**src/rtl/pulse_stretcher.sv**
```systemverilog
// Stretches single-cycle requests into HIGH_CYCLES-wide pulses.
// Consecutive pulses are separated by GAP_CYCLES low cycles.
// Requests that arrive while a pulse is running are queued.
// Ports:
//   clk      - system clock, rising edge
//   reset    - asynchronous, active-low reset
//   src      - request; each high sample is one request
//   out      - registered stretched level
//   busy     - pulse/gap running or requests queued
//   pending  - queued requests not yet started
//   overflow - one-cycle flag when a request is dropped
module pulse_stretcher #(
  parameter int HIGH_CYCLES = 8,
  parameter int GAP_CYCLES  = 2,
  parameter int PEND_W      = 4
) (
  input  logic              clk,
  input  logic              reset,
  input  logic              src,
  output logic              out,
  output logic              busy,
  output logic [PEND_W-1:0] pending,
  output logic              overflow
);

  localparam int MAXC =
    (HIGH_CYCLES > GAP_CYCLES) ? HIGH_CYCLES
                               : GAP_CYCLES;
  localparam int CW =
    (MAXC > 1) ? $clog2(MAXC) : 1;
  localparam int GL =
    (GAP_CYCLES > 0) ? GAP_CYCLES - 1 : 0;

  localparam logic [CW-1:0] HLOAD =
    CW'(HIGH_CYCLES - 1);
  localparam logic [CW-1:0] GLOAD = CW'(GL);
  localparam logic [PEND_W-1:0] PMAX = '1;
  localparam logic [PEND_W-1:0] PONE =
    PEND_W'(1);
  localparam logic [CW-1:0] CONE = CW'(1);

  localparam logic [1:0] IDLE = 2'd0;
  localparam logic [1:0] HIGH = 2'd1;
  localparam logic [1:0] GAP  = 2'd2;

  logic [1:0]        state;
  logic [1:0]        state_n;
  logic [CW-1:0]     cnt;
  logic [CW-1:0]     cnt_n;
  logic [PEND_W-1:0] pend_n;
  logic              ovf_n;
  logic              done;
  logic              fin;
  logic              take;
  logic              req;

  // take: the phase is over (or nothing runs), so
  // a new pulse may start this edge. A request
  // arriving on that edge starts at once instead
  // of passing through the queue.
  always_comb begin
    done    = (cnt == '0);
    fin     = done &&
              ((state == GAP) ||
               (state == HIGH && GAP_CYCLES == 0));
    take    = fin ||
              (state != HIGH && state != GAP);
    req     = src || (pending != '0);
    state_n = state;
    cnt_n   = cnt;
    pend_n  = pending;
    ovf_n   = 1'b0;
    if (take) begin
      if (!src && pending != '0)
        pend_n = pending - PONE;
      if (req) begin
        state_n = HIGH;
        cnt_n   = HLOAD;
      end else begin
        state_n = IDLE;
        cnt_n   = '0;
      end
    end else begin
      if (src) begin
        if (pending == PMAX)
          ovf_n = 1'b1;
        else
          pend_n = pending + PONE;
      end
      // only HIGH with a nonzero gap lands here
      // with the counter expired
      if (done) begin
        state_n = GAP;
        cnt_n   = GLOAD;
      end else begin
        cnt_n = cnt - CONE;
      end
    end
  end

  always_ff @(posedge clk or negedge reset) begin
    if (!reset) begin
      state    <= IDLE;
      cnt      <= '0;
      pending  <= '0;
      overflow <= 1'b0;
      out      <= 1'b0;
    end else begin
      state    <= state_n;
      cnt      <= cnt_n;
      pending  <= pend_n;
      overflow <= ovf_n;
      out      <= (state_n == HIGH);
    end
  end

  assign busy = (state != IDLE) || (pending != '0);

endmodule

```
**config.mk**
```make
export PLATFORM = sky130hd
export DESIGN_NAME = pulse_stretcher
export DESIGN_NICKNAME = d
export VERILOG_FILES = /design/src/rtl/pulse_stretcher.sv
export SDC_FILE = /design/constraint.sdc
export NUM_CORES = 1
export LEC_CHECK = 0
export ABC_AREA = 0
export CAP_MARGIN = 20
export CORE_MARGIN = 3
export CORE_UTILIZATION = 44
export CTS_CLUSTER_SIZE = 16
export DETAILED_ROUTE_END_ITERATION = 10
export PLACE_DENSITY = 0.82
export SLEW_MARGIN = 0
export SYNTH_ARGS = -nofsm -noshare
export SYNTH_HDL_FRONTEND = slang
export SYNTH_SLANG_ARGS = --single-unit
```
**constraint.sdc**
```tcl
create_clock -name clk -period 2.09 [get_ports clk]
set_clock_uncertainty 0.1 [all_clocks]
set_input_delay 0.627 -clock clk [delete_from_list [all_inputs] [get_ports clk]]
set_output_delay 0.627 -clock clk [all_outputs]
set_load 0.01 [all_outputs]
```
# [Word level (Yosys, flattened, before mapping)]
# Cells that the tools add are included.
[word_totals] reg_bits=11 wordCells=40
[classes] n_addsub=3 eq_ne=7 mux=13 reduce_logical=12
[ops] op="$mux W4" n=4
[ops] op="$mux W3" n=3
[ops] op="$add A4 B1 Y4 const B" n=1
[ops] op="$eq A4 B4 Y1 const B" n=1
[ops] op="$mux W1" n=4
[ops] op="$mux W2" n=2
[ops] op="$ne A2 B1 Y1 const B" n=2
[ops] op="$ne A2 B2 Y1 const B" n=2
[ops] op="$reduce_bool A2 Y1" n=2
[ops] op="$reduce_bool A4 Y1" n=1
[ops] op="$sub A4 B1 Y4 const B" n=1
[ops] op="$logic_and A1 B1 Y1" n=3
[ops] op="$logic_not A3 Y1" n=1
[ops] op="$logic_or A1 B1 Y1" n=3
[ops] op="$reduce_and A3 Y1" n=1
[ops] op="$sub A3 B1 Y3 const B" n=1
[ops] op="$eq A2 B1 Y1 const B" n=1
[ops] op="$eq A2 B2 Y1 const B" n=1
[ops] op="$logic_not A1 Y1" n=1

# [Logic depth before layout (Yosys ltp)]
[depth] ltp_word=5 ltp_mapped=8 mapped_depth_nobuf=8

# [Worst setup path after synthesis]
# No wires, ideal clock.
[synth_timing] path_type="reg-to-reg" start="register state[0]" end="register pending[3]" setup_ns=0.126 t_arrival_ns=1.788 required_time_ns=1.864 slack_ns=0.076 stages_incl_launch_ff=9 n_path_buf=0 synth_period_minus_slack_ns=2.014 path_cell_list="dfrtp_1 -> or2b_1 -> o21ai_1 -> inv_1 -> ha_1 -> o21a_1 -> nor2_1 -> o221ai_1 -> xnor2_1"
[synth_between] elab_chain_cells=5
[synth_lines] item="from (decl)" line_no="46" rtl="logic [1:0] state;"
[synth_lines] item="from (signal assigned)" line_no="109" rtl="state <= state_n;"
[synth_lines] item="$eq A2 B2 Y1 (tied with other cells)" line_no="64" rtl="((state == GAP) ||"
[synth_lines] item="$logic_and A1 B1 Y1, on equally long branches" line_no="63, 67"
[synth_lines] item="$logic_or A1 B1 Y1 *" line_no="66" rtl="take = fin ||"
[synth_lines] item="$ne A2 B1 Y1 (no source line) (tied with other cells)"
[synth_lines] item="$reduce_and A3 Y1 (no source line)"
[synth_lines] item="to (signal assigned)" line_no="111" rtl="pending <= pend_n;"
[synth_lines] item="to (decl)" line_no="22" rtl="output logic [PEND_W-1:0] pending,"
# Mark *: on every way between the ends. The rest lies on a longest branch, timed or not.
# A chain may end at the register's enable or synchronous reset.

# [Worst setup path after layout]
[layout_timing] start="register pending[1]" end="output pending[1]"
# No word-level cell between the ends.

==> flow_summary_export.csv <==
group,metric,value,unit
final_layout,final_common_cell,"buf_4",
critical_path,cp_slowest_stage_delay,0.54,ns
grt,track_usage,16.4,%
cts,htree_levels,1,
timing,fin_ws,0.0201,ns
timing,period_needed,2.07,ns
synthesis,postSynthCellCount,54,
floorplanning,core,1170,um^2
synthesis,ys_ff_latch,11,
critical_path,cp_slowest_cell,"clkdlybuf4s50_1",
timing,hold_ws,0.453,ns
placed_design,io_buffers,9,
routing,avgRoutedWirePerCell,14.4,um
synthesis,synth_edf_count,0,
power,p_leak,0.385,nW
power,ir_worst_vdd,0.920,mV
placed_design,dpl.hpwl,943,um
critical_path,rrSetupSlack,0.12,ns
cts,insertion_delay,0.27,ns
cts,root_buffer,"clkbuf_4",
min_path,hold_path.class,"reg2reg",
timing,period_share,99.0,%
floorplanning,fp.dieW,42.3,um
synthesis,synth.area.top_cells,"dfrtp_1 (48%), ha_1 (4.3%), xnor2_1 (3.0%)",
final_layout,final_area,840,um^2
flow_run,max-cap-violations,0,
critical_path,end_kind,"output port",
final_layout,num-nets-final,86,
synthesis,yosys_most_used_dff,"dfrtp_1",
cts,numCtsBuffers,3,
routing,drt_iter0_drc,13,
grt,grt_pass1_wl,2.25,mm
synthesis,yosys_warnings,0,
routing,dr_total_vias,508,
power,cellPowerDensity,1810,nW/um^2
power,power,1.52,mW
min_path,min_delay_path_depth,1,
synthesis,syn_area_per_cell,10.7,um^2
synthesis,yosysSeqAreaShare,47.5,%
timing,drv_slew,0,
final_layout,syn_to_final_growth,44.9,%
critical_path,rr_startpoint,"state[0]$_DFF_PN0_",
timing,tightest_slew,0.483,ns
cts,cts.sinks,11,
critical_path,crit_required,1.36,ns
synthesis,yosysTopAreaCellShare,47.5,%
synthesis,syn-cell-area,579,um^2
critical_path,path_class,"reg2out",
floorplanning,rows,12,
grt,grt_overflow_total,0,
critical_path,cp-start-kind,"flop",
synthesis,synth_nets,59,
cts,clk_pin_slew,0.08,ns
routing,postRouteAntennaNets,0,
timing,grt_setup_unrepaired,"yes",
routing,first_pass_iters,4,
critical_path,crit_fanout,7,
cts,cts_max_path_buffers,2,
grt,grt_pass1_vias,510,
floorplanning,die_area,1790,um^2
outcome,status,"completed",
min_path,hp-start,"cnt[0]$_DFF_PN0_",
cts,cts_tree,"done",
routing,drc_errors,0,
placed_design,finalWeightedCongestion,0.831,
timing,slew_headroom,67.7,%
synthesis,ys_types,32,
min_path,hold_path_end,"cnt[0]$_DFF_PN0_",
synthesis,netlist.top_cell.by_area,"dfrtp_1",
critical_path,worstPathArrival,1.34,ns
final_layout,mostFrequentLayoutCells,"buf_4 (13), dfrtp_1 (11), clkdlybuf4s50_1 (5)",
critical_path,crit_chain,"buf_4, clkdlybuf4s50_1",
grt,grt_start_max_net_pins,12,
floorplanning,io_pins,10,
timing,finalHoldViolCount,0,
critical_path,reg2reg_depth,8,
grt,antenna_found_initial,0,
timing,fmax,0.483,GHz
placed_design,dpl-instance-area,762,um^2
timing,setup_viol,0,
routing,viasPerCell,5.40,
placed_design,place_ws,0.0166,ns
critical_path,rr_endpoint,"pending[3]$_DFFE_PN0P_",
floorplanning,die_h,42.3,um
floorplanning,initial_core_util,49.5,%
final_layout,antenna_cells,0,
final_layout,drive_above_1_share,31.3,%
routing,wirelength,1.36,mm
synthesis,ys_async_sr_fraction,100,%
[per-stage QoR]
step           util (%)  std cells  setup TNS [ns]
6_report           71.7         94               0
5_1_grt            71.7         94         -0.0329
3_3_place_gp       65.1         87               0
2_1_floorplan         -         54               0
4_1_cts            67.7         91               0
3_5_place_dp       65.1         87               0
[sequential cells by signal, indices dropped and copies added, names as in the netlist]
signal    count
overflow      1
out           1
pending       4
state         2
cnt           3
[cell type report]
class	instances	area, um^2
well taps	14	17.5
repair buffers	22	186
inverters	2	7.51
multi-input cells	41	327
fillers	83	332
flip-flops and latches	11	275
clock buffers	4	26.3
[kinds of logic after synthesis]
| kind of cell | synth area share, % |
|---|---|
| XOR/XNOR | 6.05 |
| adder cells (fa/ha/maj) | 4.32 |
| AND/OR/NAND/NOR | 20.7 |
| multiplexers | 4.32 |
| flip-flops | 47.5 |
| buffers and inverters | 1.30 |
| AO/OA/AOI/OAI | 15.8 |
[report_power, final]
group | switching [mW] | internal, mW
sequential | 0.0933 | 0.313
combinational | 0.440 | 0.522
clock | 0.0811 | 0.0739
total | 0.614 | 0.909
[critical path, delay by kind of cell, from the launching register on]
family	cells	cell delay (ns)
buf+inv	2	0.70
flops	1	0.37
[Yosys cell counts (all sizes together), types with 2 or more instances]
cell   count
dfrtp     11
xor2       2
a31oi      2
ha         2
o21ai      2
inv        2
a21oi      3
nor2       3
o21a       2
xnor2      2
nand2      3
[how the worst max path moves through the flow]
| stage | from | end | slack (ns) | depth (start not counted) |
|---|---|---|---|---|
| floorplan | state[0]$_DFF_PN0_ | pending[3]$_DFFE_PN0P_ | 0.08 | 8 |
| global placement | pending[1]$_DFFE_PN0P_ | busy | 0.03 | 3 |
| detailed placement | pending[1]$_DFFE_PN0P_ | busy | 0.02 | 3 |
| CTS | pending[1]$_DFFE_PN0P_ | pending[1] | 0.001 | 2 |
| global route | pending[1]$_DFFE_PN0P_ | pending[1] | -0.02 | 2 |
| finish | pending[1]$_DFFE_PN0P_ | pending[1] | 0.02 | 2 |
[timing repair]
item,in CTS,in global routing
buffers inserted,0,3
pin swaps,1,2
endpoints found under the setup margin,1,3
hold buffers,0,0
gates resized for setup,4,7
[layer usage]
metal	GRT usage, %	wire (um)	vias up
li1	-	-	250
met1	22.0	663	244
met2	25.2	635	10
met3	4.29	39	4
met4	5.59	19	0
met5	0	0	-
Power figures use the tool's default switching activity.
